File: src/rtl/vga_pixel_fetch.sv
// Framebuffer prefetch: fetches 16-bit words into a 4-word FIFO, emits one RRRGGGBB per pixel tick.
// Optional feature macro VGA_UNDERRUN_DET_EN: empty-FIFO pixels show magenta, sticky underrun flag.
module vga_pixel_fetch #(
   parameter int unsigned H_ACTIVE      = 640,
   parameter int unsigned V_ACTIVE      = 480,
   parameter int unsigned V_TOTAL       = 525,
   parameter int unsigned WORDS_PER_ROW = 80
) (
   input  logic        ext_clk,
   input  logic        reset,
   input  logic        pix_tick,
   input  logic [9:0]  hcount,
   input  logic [9:0]  vcount,
   input  logic        on,
   output logic        mem_req,
   output logic [13:0] mem_addr,
   input  logic        mem_gnt,
   input  logic [15:0] mem_rdata,
   output logic [7:0]  color,
   output logic        underrun
);

   localparam int unsigned Depth = 4;

   typedef enum logic [1:0] {StIdle, StReq, StData} fetch_state_e;

   fetch_state_e state_q;
   logic [15:0]  fifo_mem_q [Depth];
   logic [1:0]   rd_ptr_q;
   logic [1:0]   wr_ptr_q;
   logic [2:0]   count_q;
   logic [6:0]   words_left_q;
   logic [13:0]  fetch_ptr_q;
   logic         mem_req_q;
   logic [13:0]  mem_addr_q;
   logic [7:0]   color_q;

   logic [10:0]  v_inc;
   logic [10:0]  nv;
   logic [13:0]  row;
   logic [13:0]  row_base;
   logic         line_start;
   logic         fifo_empty;
   logic         push;
   logic         pop;
   logic [2:0]   fill_after;
   logic         fetch_ok;
   logic [15:0]  head;
   logic [7:0]   pixel_byte;

   always_comb begin
      v_inc      = {1'b0, vcount} + 11'd1;
      nv         = (v_inc >= 11'(V_TOTAL)) ? (v_inc - 11'(V_TOTAL)) : v_inc;
      line_start = pix_tick && (hcount == 10'(H_ACTIVE)) && (nv < 11'(V_ACTIVE));
      // Row times 80 as shift-and-add.
      row        = {5'd0, nv[10:2]};
      row_base   = (row << 6) + (row << 4);
      fifo_empty = (count_q == 3'd0);
      head       = fifo_mem_q[rd_ptr_q];
      pixel_byte = hcount[2] ? head[7:0] : head[15:8];
      pop        = pix_tick && on && (hcount[2:0] == 3'b111) && !fifo_empty;
      push       = (state_q == StData);
      // Stored plus in-flight words once this cycle's push/pop settle.
      fill_after = count_q + {2'b00, push} - {2'b00, pop};
      fetch_ok   = (words_left_q != 7'd0) && (fill_after < 3'(Depth));
   end

   always_ff @(posedge ext_clk) begin
      if (reset) begin
         state_q      <= StIdle;
         mem_req_q    <= 1'b0;
         mem_addr_q   <= 14'd0;
         words_left_q <= 7'd0;
         fetch_ptr_q  <= 14'd0;
      end else if (line_start) begin
         state_q      <= StIdle;
         mem_req_q    <= 1'b0;
         words_left_q <= 7'(WORDS_PER_ROW);
         fetch_ptr_q  <= row_base;
      end else begin
         unique case (state_q)
            StIdle: begin
               if (fetch_ok) begin
                  state_q    <= StReq;
                  mem_req_q  <= 1'b1;
                  mem_addr_q <= fetch_ptr_q;
               end
            end
            StReq: begin
               if (mem_gnt) begin
                  state_q      <= StData;
                  mem_req_q    <= 1'b0;
                  fetch_ptr_q  <= fetch_ptr_q + 14'd1;
                  words_left_q <= words_left_q - 7'd1;
               end
            end
            StData: begin
               if (fetch_ok) begin
                  state_q    <= StReq;
                  mem_req_q  <= 1'b1;
                  mem_addr_q <= fetch_ptr_q;
               end else begin
                  state_q <= StIdle;
               end
            end
            default: begin
               state_q   <= StIdle;
               mem_req_q <= 1'b0;
            end
         endcase
      end
   end

   // Flushing on line start also drops a word landing in the same cycle.
   always_ff @(posedge ext_clk) begin
      if (reset || line_start) begin
         rd_ptr_q <= 2'd0;
         wr_ptr_q <= 2'd0;
         count_q  <= 3'd0;
      end else begin
         if (push) begin
            wr_ptr_q <= wr_ptr_q + 2'd1;
         end
         if (pop) begin
            rd_ptr_q <= rd_ptr_q + 2'd1;
         end
         count_q <= fill_after;
      end
   end

   always_ff @(posedge ext_clk) begin
      if (push) begin
         fifo_mem_q[wr_ptr_q] <= mem_rdata;
      end
   end

`ifdef VGA_UNDERRUN_DET_EN
   logic underrun_q;

   always_ff @(posedge ext_clk) begin
      if (reset) begin
         color_q    <= 8'h00;
         underrun_q <= 1'b0;
      end else if (pix_tick) begin
         if (!on) begin
            color_q <= 8'h00;
         end else if (!fifo_empty) begin
            color_q <= pixel_byte;
         end else begin
            color_q    <= 8'hE3;
            underrun_q <= 1'b1;
         end
      end
   end

   assign underrun = underrun_q;
`else
   always_ff @(posedge ext_clk) begin
      if (reset) begin
         color_q <= 8'h00;
      end else if (pix_tick) begin
         if (on && !fifo_empty) begin
            color_q <= pixel_byte;
         end else begin
            color_q <= 8'h00;
         end
      end
   end

   assign underrun = 1'b0;
`endif

   assign mem_req  = mem_req_q;
   assign mem_addr = mem_addr_q;
   assign color    = color_q;

endmodule

File: config.mk
export PLATFORM = sky130hd
export DESIGN_NAME = vga_pixel_fetch
export DESIGN_NICKNAME = d
export VERILOG_FILES = /design/src/rtl/vga_pixel_fetch.sv
export SDC_FILE = /design/constraint.sdc
export NUM_CORES = 1
export LEC_CHECK = 0
export ABC_AREA = 1
export CAP_MARGIN = 15
export CORE_MARGIN = 1
export CORE_UTILIZATION = 60
export DETAILED_ROUTE_END_ITERATION = 7
export PLACE_DENSITY = 0.84
export SYNTH_ARGS = -nofsm -noshare
export SYNTH_HDL_FRONTEND = slang
export SYNTH_SLANG_ARGS = --single-unit
File: constraint.sdc
create_clock -name ext_clk -period 9.3 [get_ports ext_clk]
set_input_delay 1.86 -clock ext_clk [delete_from_list [all_inputs] [get_ports ext_clk]]
set_output_delay 1.86 -clock ext_clk [all_outputs]
set_load 0.05 [all_outputs]
==> flow_metrics.env, run 1 <==
export IMPL_outcome="completed"
export IMPL_p_sw_mw=0.507
export IMPL_drc=0
export IMPL_cp_max_fo=15
export IMPL_rrSetupSlack_ns=5.91
export IMPL_fp_dieH_microns=102
export IMPL_post_dp_hpwl_mm=8.81
export IMPL_io_buffers=63
export IMPL_cts_sinks=119
export IMPL_drive_gt1_frac=0.0950
export IMPL_final_antenna_net_count=0
export IMPL_antenna_found_initial=0
export IMPL_grt_overflow=0
export IMPL_core_sq_mm=0.00973
export IMPL_fp_row_count=36
export IMPL_setup_viol=0
export IMPL_yosysSeqAreaShare=0.506
export IMPL_synth_most_common_cell="nand2_1"
export IMPL_diodes=0
export IMPL_cts_inserted_buffers=17
export IMPL_ioPinCount=65
export IMPL_syn_num_nets=731
export IMPL_yosysWarnings=0
export IMPL_fin_area_sq_mm=0.00727
export IMPL_n_fill_cell=685
export IMPL_grt_pass1_vias=4693
export IMPL_track_usage=0.275
export IMPL_slew_headroom=0.295
export IMPL_syn_inst=674
export IMPL_synth_edf_count=64
export IMPL_fin_crit_sh=0.522
export IMPL_synth_flop_cell="edfxtp_1"
export IMPL_skew_ns=0.00978
export IMPL_drv_cap=0
export IMPL_htreeDepth=4
export IMPL_cts_root_buffer_cell="clkbuf_8"
export IMPL_synth_top_area_frac=0.322
export IMPL_p_seq_frac=0.380
export IMPL_wl_per_cell_microns=15.5
export IMPL_cp_end_kind="register"
export IMPL_cts_setup_buffers=0
export IMPL_start_util=0.614
export IMPL_critPathKind="in -> reg"
export IMPL_die_area_sq_mm=0.0104
export IMPL_cts_tree="yes"
export IMPL_grt_max_degree=34
export IMPL_clkPwrFrac=0.400
export IMPL_hold_violations=0
export IMPL_cts_buffer_depth=2
export IMPL_ys_ff_latch=119
export IMPL_rr_startpoint="count_q[1]"
export IMPL_dpl_cell_area_sq_mm=0.00667
export IMPL_r2r_end="mem_addr[10]"
export IMPL_p_comb_frac=0.221
export IMPL_synth_top_area_cell="edfxtp_1"
export IMPL_cts_resized=0
export IMPL_routabilityCongestion=0.899
export IMPL_fmax_mhz=206
export IMPL_via_count=4928
export IMPL_post_synth_cell_area_avg_sq_um=8.87
export IMPL_r2r_cells=15
export IMPL_p_int_mw=1.14
export IMPL_hold_class="reg -> reg"
export IMPL_dr_first_iter_drc_count=274
export IMPL_via_per_inst=5.60
export IMPL_worst_slew_pin_transition_ns=1.06
export IMPL_clk_latency_ns=0.52
export IMPL_clk_pin_slew_worst_paths_ns=0.06
export IMPL_async_flop_share=0
export IMPL_power_density_mw_per_mm2=226
export IMPL_min_from="color[5]"
export IMPL_holdWs_ns=0.475
export IMPL_fin_total_pwr_mw=1.64
export IMPL_grt_pass1_wl_mm=21.6
export IMPL_min_to="color[5]"
export IMPL_postRouteWirelength_mm=13.7
export IMPL_setup_tns_ns=0
export IMPL_rsz0062_at_grt="false"
export IMPL_p_sw_frac=0.308
export IMPL_die_w_microns=102
export IMPL_area_growth_syn_to_layout_pct=21.7
export IMPL_irDropWorstVdd_v=0.000199
export IMPL_critPathLaunchType="input pin"
export IMPL_dr_pass1_iters=6
export IMPL_synth_common_cells="105 x nand2_1, 94 x nor2_1, 75 x inv_1"
export IMPL_cp_arrival_ns=5.30
export IMPL_slew_viol_final=0
export IMPL_fin_crit_ns=4.86
export IMPL_postCtsHoldBufs=0
export IMPL_syn_area_sq_mm=0.00598
export IMPL_nNetsFinal=791
export IMPL_hold_depth=2
export IMPL_ys_top_cells_by_area="edfxtp_1 32%, dfxtp_1 18%, nand2_1 6.6%"
export IMPL_leakage_nw=2.82
export IMPL_cp_required_ns=9.74
export IMPL_yosysUniqueCellTypes=49
==> worst max path at each step <==
| stage | startpoint | endpoint | slack [ns] | depth (start not counted) |
|---|---|---|---|---|
| after floorplan | pix_tick | mem_addr[11] | 4.82 | 17 |
| after global placement | vcount[0] | fetch_ptr_q[11] | 4.09 | 23 |
| after detailed placement | vcount[0] | fetch_ptr_q[10] | 3.98 | 25 |
| after CTS | vcount[0] | register | 4.46 | 18 |
| after global routing | vcount[0] | register | 4.17 | 17 |
| final | vcount[0] | fetch_ptr_q[12] | 4.44 | 22 |
==> layer usage <==
metal,GRT usage,routed length (microns)
met5,0,0
met4,0.123,430
met3,0.0683,975
met2,0.490,6770
met1,0.310,5490
==> critical path, stage by stage <==
cell	delay (ns)
clkdlybuf4s50_1	0.61
inv_1	0.13
ha_1	0.31
nor2_1	0.10
nor2_1	0.07
nand2_1	0.08
nand2_1	0.06
nor2_2	0.13
nand3_2	0.11
nand2_4	0.13
nand3_4	0.18
nand2_2	0.13
xor2_2	0.21
inv_1	0.11
ha_1	0.31
nand3_1	0.08
nand2_1	0.08
a21oi_1	0.23
nand2_1	0.09
nand2_1	0.06
nand3_1	0.07
a21oi_1	0.15
==> sequential cells by signal, indices dropped and copies added (netlist names), named ones only <==
signal and cells:
count_q 3, state_q 2, color 8, wr_ptr_q 2, mem_req 1, words_left_q 7
fetch_ptr_q 14, fifo_mem_q 64, rd_ptr_q 2, mem_addr 14
==> cell usage in the layout (no fill, tap or decap), types with 2 or more instances in the layout <==
cell / instances
clkdlybuf4s50_1: 63
clkinv_1: 2
nor3b_1: 3
nor4_1: 2
xor2_1: 15
bufinv_16: 3
o31ai_1: 2
ha_1: 15
o32ai_1: 4
o211ai_1: 4
a21oi_1: 36
o21ai_1: 11
o21ai_0: 36
inv_6: 2
dfxtp_1: 55
nor3_1: 7
o221ai_1: 12
nand2_2: 12
a31oi_1: 2
clkinvlp_4: 4
inv_1: 75
nand3_2: 2
nand2_1: 105
nor2_1: 90
clkbuf_16: 16
mux2i_1: 12
nand4_1: 13
nand2_4: 3
clkinv_4: 4
edfxtp_1: 64
xnor2_1: 8
nand3_4: 2
nand3_1: 31
clkbuf_8: 2
nor2_2: 12
==> power by group through the flow <==
stage	sequential (mW)	clock [mW]	combinational, mW
after floorplan	0.689	0	0.214
after global placement	0.632	0	0.344
after detailed placement	0.633	0	0.356
after CTS	0.624	0.660	0.362
after global routing	0.628	0.687	0.399
final	0.624	0.657	0.363
==> area by class of cell <==
class                      count  area, sq um  share of cell area
timing repair buffer          64          638              0.0878
clock inverter                13          173              0.0237
inverter                      79          299              0.0411
clock buffer                  19          432              0.0594
sequential                   119         3020               0.416
tap                          133          166              0.0229
multi-input combinational    453         2540               0.349
==> metrics by stage <==
stage	util	instances	worst slack [ns]
6_report	0.747	880	4.44
2_1_floorplan	-	674	4.82
5_1_grt	0.747	880	4.17
4_1_cts	0.747	880	4.46
3_5_place_dp	0.685	848	3.98
3_3_place_gp	0.685	848	4.09
==> logic make-up (layout without fill, tap and decap cells) <==
group / after synthesis / after routing / share of synthesized area
other: 1 / 1 / 0.000628
buffers and inverters: 102 / 175 / 0.0708
and+or+nand+nor: 288 / 288 / 0.222
AOI/OAI and AO/OA: 112 / 112 / 0.109
adders and majority gates: 16 / 16 / 0.0348
DFF: 119 / 119 / 0.506
muxes: 12 / 12 / 0.0201
xor gates and xnor gates: 24 / 24 / 0.0364
No activity file was read; power rests on OpenSTA's default activity.
==> inputs of run 2 (changes only) <==
- CORE_UTILIZATION: 60 -> 51
- PLACE_DENSITY: 0.84 -> 0.76
- clock period: 9.3 -> 4.4 ns (I/O delays scaled with it)
==> run 2 against run 1 <==
Compared with the run above:
- clock power grew 98%
- clock-buffer cell count is the same
- utilization shrank 11 points
- wire length shrank 2.8%
- non-clock buffer count grew 7
- flip-flop and latch count is the same
- sequential share of layout area shrank 0.17 points
- critical endpoint is now fetch_ptr_q[11]
- largest power group is now registers
==> flow_metrics.env, run 2 (synthesis results as in run 1) <==
export IMPL_outcome="completed"
export IMPL_holdWs_ns=0.469
export IMPL_hold_class="reg -> reg"
export IMPL_nNetsFinal=798
export IMPL_fp_row_count=39
export IMPL_drc=0
export IMPL_postCtsHoldBufs=0
export IMPL_cts_resized=0
export IMPL_fin_crit_ns=3.90
export IMPL_cts_root_buffer_cell="clkbuf_16"
export IMPL_critPathCapture="fetch_ptr_q[11]"
export IMPL_clk_pin_slew_worst_paths_ns=0.05
export IMPL_cp_end_kind="register"
export IMPL_track_usage=0.234
export IMPL_hold_violations=0
export IMPL_cts_sinks=119
export IMPL_routabilityCongestion=0.871
export IMPL_worst_slew_pin_transition_ns=1.05
export IMPL_largest_reg_flops=64
export IMPL_slowest_stage="clkdlybuf4s50_1"
export IMPL_cp_max_fo=15
export IMPL_io_buffers=63
export IMPL_final_common_cell="nand2_1"
export IMPL_postRouteWirelength_mm=13.3
export IMPL_dr_first_iter_drc_count=270
export IMPL_final_antenna_net_count=0
export IMPL_critPathMaxStageDelay_ns=0.60
export IMPL_r2r_end="mem_addr[9]"
export IMPL_fin_total_pwr_mw=3.39
export IMPL_drive_gt1_frac=0.102
export IMPL_leakage_nw=2.84
export IMPL_fin_ws_ns=0.501
export IMPL_setup_tns_ns=0
export IMPL_diodes=0
export IMPL_clk_latency_ns=0.41
export IMPL_die_area_sq_mm=0.0122
export IMPL_via_count=4802
export IMPL_drv_cap=0
export IMPL_power_density_mw_per_mm2=464
export IMPL_critPathLaunchType="input pin"
export IMPL_start_util=0.523
export IMPL_setup_viol=0
export IMPL_fp_dieH_microns=110
export IMPL_ff_latch_area_sq_mm=0.00302
export IMPL_r2r_cells=16
export IMPL_crit_chain="clkdlybuf4s50_1 -> inv_1 -> ha_1 -> nor2_1 -> nor2_1 -> nand2_1 -> nand2_1 -> nor2_2 -> nand3_2 -> nand2_4 -> nand3_4 -> nand2_2 -> xor2_2 -> inv_1 -> ha_1 -> inv_1 -> nor2_1 -> a21oi_1 -> nand2_1 -> nand2_1 -> nand3_1 -> nand2_1 -> inv_1"
export IMPL_dr_pass1_iters=5
export IMPL_hold_depth=2
export IMPL_critPathKind="in -> reg"
export IMPL_grt_pass1_wl_mm=21.4
export IMPL_slew_headroom=0.301
export IMPL_grt_max_degree=34
export IMPL_grt_pass1_vias=4691
export IMPL_post_dp_hpwl_mm=8.94
export IMPL_irDropWorstVdd_v=0.000324
export IMPL_area_growth_syn_to_layout_pct=22.2
export IMPL_core_sq_mm=0.0114
export IMPL_grt_overflow=0
export IMPL_post_place_ws_ns=0.0906
export IMPL_fin_crit_sh=0.886
export IMPL_rrSetupSlack_ns=1.39
export IMPL_multi_input_area_sq_mm=0.00254
export IMPL_cts_setup_buffers=0
export IMPL_antenna_found_initial=0
export IMPL_slew_viol_final=0
export IMPL_cp_arrival_ns=4.21
export IMPL_dpl_cell_area_sq_mm=0.00674
export IMPL_rsz0062_at_grt="false"
export IMPL_n_fill_cell=958
export IMPL_largest_register="fifo_mem_q"
export IMPL_cp_required_ns=4.71
export IMPL_cts_buffer_depth=2
export IMPL_cts_tree="yes"
export IMPL_crit_start="vcount[0]"
export IMPL_ioPinCount=65
export IMPL_fin_area_sq_mm=0.00730
export IMPL_via_per_inst=5.35
export IMPL_crit_top_cell="nand2_1"
export IMPL_rr_startpoint="count_q[1]"
export IMPL_htreeDepth=4
export IMPL_cts_inserted_buffers=17
export IMPL_die_w_microns=110
export IMPL_skew_ns=0.0116
export IMPL_fmax_mhz=256
export IMPL_wl_per_cell_microns=14.8
export IMPL_layout_common_cells="105 x nand2_1, 90 x nor2_1, 75 x inv_1, 64 x edfxtp_1, 63 x clkdlybuf4s50_1"
## run 2: worst max-delay path, delay by kind of cell
family	cells	cell delay (ns)
XOR/XNOR	1	0.21
AO/OA/AOI/OAI	1	0.19
buffers and inverters	5	0.96
AND/OR/NAND/NOR	14	1.33
adder cells (fa/ha/maj)	2	0.62
## run 2: layout make-up
class,count,area share
clock buffer,19,0.0593
clock inverter,13,0.0170
inverter,79,0.0410
multi-input combinational,453,0.348
sequential,119,0.414
tap,143,0.0245
timing repair buffer,71,0.0963
## run 2: power by group
part	switching [mW]	internal (mW)	leakage [nW]
combinational	0.501	0.274	1.56
clock	0.515	0.782	0.264
sequential	0.0558	1.26	1.02
total	1.07	2.32	2.84
## run 2: worst min path at each step
stage	from	to	slack, ns
floorplan	fetch_ptr_q[4]	fetch_ptr_q[4]	0.45
global placement	color[4]	color[4]	0.45
detailed placement	color[4]	color[4]	0.46
CTS	color[7]	color[7]	0.47
global route	color[4]	color[4]	0.49
finish	color[7]	color[7]	0.47
## run 2: per-stage QoR
stage	utilization	instances
detailed placement	0.591	865
floorplan	-	674
global placement	0.591	865
finish	0.639	897
global route	0.639	897
CTS	0.639	897
## run 2: per-layer routing
| metal | track usage | vias up | wire (microns) |
|---|---|---|---|
| li1 | - | 2407 | - |
| met3 | 0.0517 | 12 | 523 |
| met5 | 0 | - | 0 |
| met1 | 0.267 | 2277 | 5720 |
| met4 | 0.0836 | 0 | 132 |
| met2 | 0.428 | 106 | 6900 |
==> inputs of run 3 (changes only) <==
- ABC_CLOCK_PERIOD_IN_PS: not set -> 4400
- PLACE_DENSITY: 0.76 -> 0.82
==> run 3 against run 2 <==
Compared with the run above:
- cell count is 0.33% lower
- flip-flop and latch count unchanged
- highest routed layer unchanged
- non-clock buffer count is 3 lower
- first-iteration DRC count up 40%
- largest power group is now clock
- sequential power is essentially flat
- die area unchanged
==> flow_metrics.env, run 3 (synthesis results as in run 1) <==
export IMPL_outcome="completed"
export IMPL_final_common_cell="nand2_1"
export IMPL_start_util=0.523
export IMPL_nNetsFinal=795
export IMPL_cts_tree="yes"
export IMPL_track_usage=0.240
export IMPL_dr_first_iter_drc_count=377
export IMPL_fin_crit_sh=0.900
export IMPL_clk_pin_slew_worst_paths_ns=0.06
export IMPL_cp_required_ns=4.71
export IMPL_ioPinCount=65
export IMPL_n_fill_cell=903
export IMPL_core_sq_mm=0.0114
export IMPL_clk_latency_ns=0.41
export IMPL_slowest_stage="clkdlybuf4s50_1"
export IMPL_antenna_found_initial=0
export IMPL_skew_ns=0.00759
export IMPL_fin_total_pwr_mw=3.47
export IMPL_layout_common_cells="105 x nand2_1, 90 x nor2_1, 75 x inv_1, 64 x edfxtp_1, 63 x clkdlybuf4s50_1"
export IMPL_grt_pass1_vias=4842
export IMPL_wl_per_cell_microns=14.9
export IMPL_post_dp_hpwl_mm=9.08
export IMPL_cp_end_kind="register"
export IMPL_via_per_inst=5.47
export IMPL_grt_overflow=0
export IMPL_slew_headroom=0.325
export IMPL_power_density_mw_per_mm2=476
export IMPL_fin_crit_ns=3.96
export IMPL_cts_resized=0
export IMPL_via_count=4888
export IMPL_routabilityCongestion=0.876
export IMPL_setup_tns_ns=0
export IMPL_ff_latch_area_sq_mm=0.00302
export IMPL_postCtsHoldBufs=0
export IMPL_cts_root_buffer_cell="clkbuf_16"
export IMPL_rsz0062_at_grt="false"
export IMPL_fp_row_count=39
export IMPL_multi_input_area_sq_mm=0.00254
export IMPL_hold_violations=0
export IMPL_irDropWorstVdd_v=0.000470
export IMPL_largest_reg_flops=64
export IMPL_cp_max_fo=15
export IMPL_setup_viol=0
export IMPL_postRouteWirelength_mm=13.4
export IMPL_slew_viol_final=0
export IMPL_crit_chain="clkdlybuf4s50_1 -> inv_1 -> ha_1 -> nor2_1 -> nor2_1 -> nand2_1 -> nand2_1 -> nor2_2 -> nand3_2 -> nand2_4 -> nand3_4 -> nand2_2 -> xor2_2 -> inv_1 -> ha_1 -> inv_1 -> nor2_1 -> a21oi_1 -> nand2_1 -> nand2_1 -> nand3_1 -> nand2_1 -> inv_1"
export IMPL_die_area_sq_mm=0.0122
export IMPL_leakage_nw=2.84
export IMPL_crit_top_cell="nand2_1"
export IMPL_drive_gt1_frac=0.0999
export IMPL_critPathTopFamily="simple AND/OR/NAND/NOR gates"
export IMPL_dr_pass1_iters=6
export IMPL_grt_pass1_wl_mm=22.1
export IMPL_fmax_mhz=253
export IMPL_dp_cells=862
export IMPL_fin_util=0.640
export IMPL_drv_cap=0
export IMPL_critPathMaxStageDelay_ns=0.61
export IMPL_cts_sinks=119
export IMPL_hold_class="reg -> reg"
export IMPL_fp_dieH_microns=110
export IMPL_die_w_microns=110
export IMPL_layout_cells_non_filler=894
export IMPL_cp_arrival_ns=4.27
export IMPL_final_antenna_net_count=0
export IMPL_critPathLaunchType="input pin"
export IMPL_drc=0
export IMPL_worst_slew_pin_transition_ns=1.01
export IMPL_critPathKind="in -> reg"
export IMPL_cts_setup_buffers=0
export IMPL_largest_register="fifo_mem_q"
export IMPL_cts_inserted_buffers=17
export IMPL_grt_max_degree=34
export IMPL_path_buf_inv=5
export IMPL_area_growth_syn_to_layout_pct=22.2
export IMPL_htreeDepth=4
export IMPL_diodes=0
export IMPL_io_buffers=63
export IMPL_cts_buffer_depth=2
run 3: cell types whose count changed in the layout (fill, tap and decap cells not counted):
cell,delta
bufinv_16,+1
inv_6,+2
clkinv_1,+1
clkbuf_1,-2
clkinv_2,-2
buf_12,-1
inv_8,+2
clkinv_4,-3
clkinvlp_4,+1
buf_4,-2
run 3: worst register-to-register path: stages (launching register included):
cell,delay [ns]
dfxtp_1,0.34
o311a_1,0.38
nand4_1,0.08
inv_1,0.08
ha_1,0.30
inv_1,0.06
ha_1,0.13
inv_1,0.05
fa_1,0.37
xor2_1,0.16
xor2_1,0.16
nor3_1,0.17
buf_4,0.16
nand2_4,0.08
inv_4,0.19
o21ai_0,0.11
a21oi_1,0.14
run 3: where the power goes:
part	total [mW]	internal [mW]	switching, mW
sequential	1.32	1.26	0.0556
combinational	0.780	0.272	0.508
clock	1.38	0.847	0.531
total	3.47	2.38	1.09
run 3: area by class of cell:
class                   instances  area share
inverters                      79      0.0409
well taps                     143      0.0245
clock buffers                  17      0.0582
multi-input cells             453       0.348
repair buffers                 68      0.0915
flip-flops and latches        119       0.414
clock inverters                15      0.0231
run 3: final timing paths:
kind         slack (ns)              end  cells past startpoint        from
max                0.44  fetch_ptr_q[11]                     23   vcount[0]
min reg2reg        0.47         color[0]                      2    color[0]
min                0.47         color[0]                      2    color[0]
max reg2reg        1.37     mem_addr[10]                     16  count_q[1]
run 3: routing by layer:
metal	GRT usage	part of all wire
met1	0.282	0.41
met5	0	0
met4	0.0893	0.018
met3	0.0670	0.078
met2	0.416	0.49
run 3: stage by stage:
stage          instance area (sq um)  setup slack (ns)  hold WS, ns
6_report                        7300             0.440        0.470
5_1_grt                         7300             0.113        0.494
4_1_cts                         7300             0.461        0.471
3_5_place_dp                    6710            0.0357        0.462
3_3_place_gp                    6710             0.213        0.451
2_1_floorplan                   5980             0.897        0.452
